<file path="config.mk">
export PLATFORM = sky130hd
export DESIGN_NAME = mux_rr_reg
export DESIGN_NICKNAME = d
export VERILOG_FILES = /design/src/rtl/mux_rr_reg.sv
export SDC_FILE = /design/constraint.sdc
export NUM_CORES = 1
export LEC_CHECK = 0
export ABC_AREA = 1
export CAP_MARGIN = 30
export CORE_MARGIN = 4
export CORE_UTILIZATION = 40
export CTS_BUF_LIST = sky130_fd_sc_hd__clkbuf_4 sky130_fd_sc_hd__clkbuf_8
export CTS_CLUSTER_DIAMETER = 200
export DETAILED_ROUTE_END_ITERATION = 16
export GPL_ROUTABILITY_DRIVEN = 0
export PLACE_DENSITY = 0.66
export SLEW_MARGIN = 20
export SYNTH_ARGS = -nofsm -noshare
export SYNTH_HDL_FRONTEND = slang
export SYNTH_SLANG_ARGS = --single-unit
</file>
<file path="constraint.sdc">
create_clock -name clock -period 6.95 [get_ports clock]
set_input_delay 1.7375 -clock clock [delete_from_list [all_inputs] [get_ports clock]]
set_output_delay 1.7375 -clock clock [all_outputs]
set_load 0.03 [all_outputs]
</file>
<file path="src/rtl/mux_rr_reg.sv">
`default_nettype none
// ============================================================================
// Module   : mux_rr_reg
// Brief    : N-channel registered mux with valid/ready handshakes, manual and
//            round-robin selection. Optional MUX_RR_COUNT_EN adds xfer_count.
// Revision : 1.0
// ============================================================================
module mux_rr_reg #(
    parameter int WIDTH    = 3,
    parameter int CHANNELS = 8,
    localparam int SEL_W   = $clog2(CHANNELS)
) (
    input  logic                      clock,
    input  logic                      reset_n,
    input  logic [CHANNELS*WIDTH-1:0] in_data,
    input  logic [CHANNELS-1:0]       in_valid,
    output logic [CHANNELS-1:0]       in_ready,
    input  logic                      mode,
    input  logic [SEL_W-1:0]          select,
    output logic [WIDTH-1:0]          out_data,
    output logic [SEL_W-1:0]          out_chan,
    output logic                      out_valid,
    input  logic                      out_ready
`ifdef MUX_RR_COUNT_EN
    ,
    output logic [15:0]               xfer_count
`endif
);

    logic [CHANNELS-1:0] grant;
    logic [SEL_W-1:0]    grant_idx;
    logic [WIDTH-1:0]    grant_data;
    logic                load;
    logic                xfer;

    logic [WIDTH-1:0]    out_data_q,  out_data_d;
    logic [SEL_W-1:0]    out_chan_q,  out_chan_d;
    logic                out_valid_q, out_valid_d;
    logic [SEL_W-1:0]    ptr_q,       ptr_d;

    always_comb begin : grant_logic
        int j;
        grant     = '0;
        grant_idx = '0;
        j         = 0;
        if (!mode) begin
            if (int'(select) < CHANNELS) begin
                grant[select] = in_valid[select];
                grant_idx     = select;
            end
        end else begin
            // Walk downwards so the lowest offset from ptr wins the last write.
            for (int k = CHANNELS - 1; k >= 0; k--) begin
                j = int'(ptr_q) + k;
                if (j >= CHANNELS) begin
                    j = j - CHANNELS;
                end
                if (in_valid[j]) begin
                    grant     = '0;
                    grant[j]  = 1'b1;
                    grant_idx = SEL_W'(j);
                end
            end
        end
    end

    always_comb begin : data_mux
        grant_data = '0;
        for (int i = 0; i < CHANNELS; i++) begin
            if (grant[i]) begin
                grant_data = in_data[i*WIDTH +: WIDTH];
            end
        end
    end

    assign load     = !out_valid_q || out_ready;
    assign xfer     = (|grant) && load;
    assign in_ready = (reset_n && load) ? grant : '0;

    always_comb begin : next_state
        out_data_d  = out_data_q;
        out_chan_d  = out_chan_q;
        out_valid_d = out_valid_q;
        ptr_d       = ptr_q;
        if (xfer) begin
            out_data_d  = grant_data;
            out_chan_d  = grant_idx;
            out_valid_d = 1'b1;
            ptr_d       = (grant_idx == SEL_W'(CHANNELS - 1)) ? '0 : grant_idx + 1'b1;
        end else if (out_valid_q && out_ready) begin
            out_valid_d = 1'b0;
        end
    end

    always_ff @(posedge clock or negedge reset_n) begin
        if (!reset_n) begin
            out_data_q  <= '0;
            out_chan_q  <= '0;
            out_valid_q <= 1'b0;
            ptr_q       <= '0;
        end else begin
            out_data_q  <= out_data_d;
            out_chan_q  <= out_chan_d;
            out_valid_q <= out_valid_d;
            ptr_q       <= ptr_d;
        end
    end

    assign out_data  = out_data_q;
    assign out_chan  = out_chan_q;
    assign out_valid = out_valid_q;

`ifdef MUX_RR_COUNT_EN
    logic [15:0] xfer_count_q, xfer_count_d;

    always_comb begin
        xfer_count_d = xfer_count_q;
        if (out_valid_q && out_ready && (xfer_count_q != 16'hFFFF)) begin
            xfer_count_d = xfer_count_q + 16'd1;
        end
    end

    always_ff @(posedge clock or negedge reset_n) begin
        if (!reset_n) begin
            xfer_count_q <= '0;
        end else begin
            xfer_count_q <= xfer_count_d;
        end
    end

    assign xfer_count = xfer_count_q;
`else
    // Transfer counter not built.
`endif

endmodule
`default_nettype wire

</file>
After elaboration in Yosys (flattened, before gate mapping)
Cells that the tools add are included.
{ "classes": {"n_eq_ne": 1, "bitwise_logic": 1, "n_reduce_logical": 16, "addsub": 16, "n_lt_le_gt_ge": 26, "n_mux": 90} }
{ "op_table": {"columns": ["operator", "n"], "rows": [
  ["$mux 32", 16],
  ["$ge 32x1->1 const B", 8],
  ["$lt 32x5->1 const B", 8],
  ["$mux 8", 10],
  ["$mux 3", 18],
  ["$sub 4x4->5 const B", 7],
  ["$ge 4x4->1 const B", 7],
  ["$mux 1", 28],
  ["$bmux 1 s3", 9],
  ["$demux 1 s3", 9],
  ["$add 3x3->4 const B", 4],
  ["$logic_and 1x1->1", 12],
  ["$add 3x2->4 const B", 2],
  ["$and 8x8->8", 1],
  ["$reduce_or 8->1", 1],
  ["$sub 3x4->5 const B", 1],
  ["$add 3x1->4 const B", 1],
  ["$ge 3x4->1 const B", 1],
  ["$lt 3x4->1 const B", 1],
  ["$add 3x1->3 const B", 1],
  ["$eq 3x3->1 const B", 1],
  ["$ge 3x1->1 const B", 1],
  ["$reduce_bool 2->1", 1],
  ["$logic_not 1->1", 1],
  ["$logic_or 1x1->1", 1]
]} }
{ "word_totals": {"out_inout_bits": 15, "reg_bits": 10, "wordCells": 154, "in_bits": 39} }

Logic depth before layout (Yosys ltp)
{ "logic_depth": {"word_depth": 25, "mapped_depth": 29, "ltp_nobuf": 26} }

Worst setup path before layout
Ideal clock, no wire load.
{ "synth_timing": {"kind": "input to output", "start": "input port in_valid[3]", "end": "output port in_ready[6]", "setup_slack_ns": 1.772, "path_stages": 19, "required_time_ns": 5.213, "n_path_buf": 0, "t_arrival_ns": 3.440, "path_cell_list": "nand2_1 -> nand3_1 -> nand2_1 -> nand2_1 -> nand2_2 -> nand2_1 -> inv_2 -> nand2_1 -> nand2_1 -> nand3_1 -> nand2_1 -> nand2_1 -> nand2_1 -> nand2_1 -> nand2_1 -> nand2_1 -> o21ai_1 -> inv_1 -> nor2_1"} }
{ "synth_between": {"elab_chain_len": 13, "word_cells_on_any_way": 37, "cone_classes": "mux (36); bitwise (1)"} }
{ "synth_lines": {"columns": ["item", "line_no", "source"], "rows": [
  ["start: declaration", "16", "input logic [CHANNELS-1:0] in_valid,"],
  ["$bmux 1 s3", "58", "if (in_valid[j]) begin"],
  ["$mux 1 (implied by the code) (2 in series)", "58", null],
  ["$mux 8 (8 in series)", "58", null],
  ["$mux 8 (*)", "46", "if (!mode) begin"],
  ["$mux 8 (*)", "78", "assign in_ready = (reset_n && load) ? grant : '0;"],
  ["end: declaration", "17", "output logic [CHANNELS-1:0] in_ready,"]
]} }
Mark *: on every way between the ends. The rest lies on a longest branch, timed or not. The select of a mux whose other input is x is not followed.

Final worst setup path
{ "layout_timing": {"start": "input port in_valid[4]", "end": "output port in_ready[6]"} }
The elaborated chain is that of the path after synthesis.

==> impl_metrics.py <==
metrics = {
    "worst_setup_path": {
        "critPathKind": "in -> out",
        "critPathMaxFanout": 5,
        "critPathCaptureType": "output pin",
        "worstReg2RegEnd": "ptr_q[2]",
        "startpoint_type": "primary input",
        "cp.required_ns": 5.21,
        "r2r_slack_ns": 3.24,
        "rr_worst_depth": 19,
        "crit_arrival_ns": 4.65,
        "r2r-start": "ptr_q[1]",
    },
    "floorplan": {
        "start_util_pct": 41.47,
        "die_area_sq_um": 7496,
        "placeableCoreArea_sq_um": 5956,
        "rows": 28,
        "boundaryPins": 54,
        "die_x_microns": 86.58,
        "die_y_microns": 86.58,
    },
    "finish": {
        "antenna_cells": 0,
        "drive_above_1_share_pct": 8.000,
        "layout_commonest_cell": "nand2_1",
        "area_delta_synth_final_pct": 24.87,
        "final_cell_mix": "nand2_1 (162), a21oi_1 (59), nor2_1 (58), clkdlybuf4s50_1 (53), nand3_1 (51)",
        "nets": 575,
    },
    "sta": {
        "worstMarginPinSlew_ns": 0.5870,
        "fin_skew_ns": 0.0006139,
        "maxSlewHeadroom_pct": 60.73,
        "drv_slew": 0,
        "setup_tns_ns": 0,
        "setup_viol": 0,
        "hold_viol_final": 0,
        "fin_crit_ns": 6.384,
        "fmax_mhz": 156.6,
        "period_share_pct": 91.85,
        "rsz0062_at_grt": "no",
    },
    "clock_network": {
        "clockBufferDepth": 2,
        "cts.clk_slew.worst_paths_ns": 0.05,
        "cts_made_buffers": 3,
        "cts-root-buf": "clkbuf_8",
        "cts_resized": 0,
        "post-cts-setup-buffers": 0,
        "clk_latency_ns": 0.23,
        "cts_tree": "done",
        "cts.sinks": 10,
        "cts-htree-levels": 1,
        "cts_hold_buf": 0,
    },
    "hold_path": {
        "holdPathEnd": "out_chan[2]",
        "whs_path_depth": 2,
        "hold_class": "reg -> reg",
        "hold_path_startpoint": "out_chan[2]",
    },
    "synthesis": {
        "avgSynthCellArea_sq_um": 5.156,
        "synth_cell_types": 36,
        "synth-seq-cells": 10,
        "syn_nets": 528,
        "synth_top_area_share_pct": 24.62,
        "synth_area_leaders": "nand2_1 (25%), a21oi_1 (12%), nand3_1 (10%), dfrtp_1 (10%), nor2_1 (8.8%)",
        "yosys_warnings": 0,
        "synthCells": 479,
        "yosys.area.top_type": "nand2_1",
        "ys_seq_area_share_pct": 10.13,
        "syn-cell-area_sq_um": 2470,
    },
    "grt": {
        "antenna_found_initial": 0,
        "grt_pass1_wl_microns": 13930,
        "grt_max_degree": 29,
        "grt_overflow_total": 0,
        "grt.total_usage_pct": 22.37,
        "grt_pass1_vias": 3018,
    },
    "route": {
        "drt-total-wl_microns": 8394,
        "detail_route.wl_per_cell_microns": 13.99,
        "via_per_inst": 5.378,
        "drtAntennaViolNets": 0,
        "drtIter0Drc": 319,
        "dr.pass1.iters": 5,
        "route.detailed.drc": 0,
        "vias": 3227,
    },
    "placed_design": {
        "dpl.hpwl_microns": 6655,
        "numPortBuffers": 53,
    },
    "job": {
        "maxCapViolations": 0,
    },
    "run_status": {
        "outcome": "finished clean",
    },
}
worst max-delay path by stage:
stage / cells past startpoint / from / to
global route: 21 / in_valid[3] / in_ready[6]
detailed placement: 20 / in_valid[4] / in_ready[6]
global placement: 18 / in_valid[4] / in_ready[6]
finish: 20 / in_valid[4] / in_ready[6]
floorplan: 19 / in_valid[3] / in_ready[6]
CTS: 20 / in_valid[4] / in_ready[6]
routing by layer:
metal	routed length, microns	global-route usage [%]
met1	3755	31.24
met2	3981	37.27
met3	498	1.996
met4	159	5.099
met5	0	0
worst max-delay path, cell delays in order:
cell and delay, ns:
clkdlybuf4s50_1 0.55, nand2_1 0.09, nand3_1 0.12, nand3_1 0.11, nand2_1 0.13, nand2_1 0.15, inv_2 0.12, nand2_1 0.05
nand2_1 0.06, nand3_1 0.06, nand2_1 0.06, nand2_1 0.05, nand2_1 0.05, nand2_1 0.05, nand2_1 0.06, nand2_1 0.06
o21ai_1 0.19, inv_1 0.14, nor2_1 0.11, clkdlybuf4s50_1 0.68
synth_stat cells, drive strengths merged:
cell type and n:
nor3 7, nor2 62, nand3 54, clkinv 1
buf 13, or2 2, clkbuf 4, a21boi 2
a221oi 1, dfrtp 10, xnor2 1, xor2 1
o21ai 22, a31o 1, o22ai 1, ha 10
nand2 170, o221ai 2, o2111ai 1, a31oi 1
a21oi 59, nand3b 1, inv 53
area by class of cell:
| cell class | instances | area (sq um) |
|---|---|---|
| Clock buffer | 4 | 55.05 |
| Timing Repair Buffer | 59 | 575.6 |
| Tap cell | 75 | 93.84 |
| Inverter | 54 | 207.7 |
| Multi-Input combinational cell | 398 | 1902 |
| Fill cell | 664 | 2872 |
| Sequential cell | 10 | 250.2 |
cells by family (layout without fill, tap and decap cells):
family	after synthesis	count (layout)	synth area share [%]
AO/OA/AOI/OAI	90	90	20.06
XOR/XNOR	2	2	1.013
adder cells (fa/ha/maj)	10	10	5.066
buffers and inverters	71	117	12.87
flip-flops	10	10	10.13
AND/OR/NAND/NOR	296	296	50.86
stage by stage:
step,std cells,cell area (sq um),hold slack [ns],utilization [%],worst slack (ns)
finish,600,3084,0.4825,51.79,0.5663
floorplan,479,2470,0.6560,-,1.772
global route,600,3084,0.5025,51.79,0.2338
global placement,596,3029,0.4739,50.86,0.6212
CTS,600,3084,0.4865,51.79,0.5958
detailed placement,596,3029,0.4711,50.86,0.5991
state kept, by name (all words and copies together), names as in the netlist:
register   cells
ptr_q          3
out_valid      1
out_chan       3
out_data       3
Power is not shown: default switching activity piles up to over one toggle a cycle in this logic, so the estimate is an artifact.
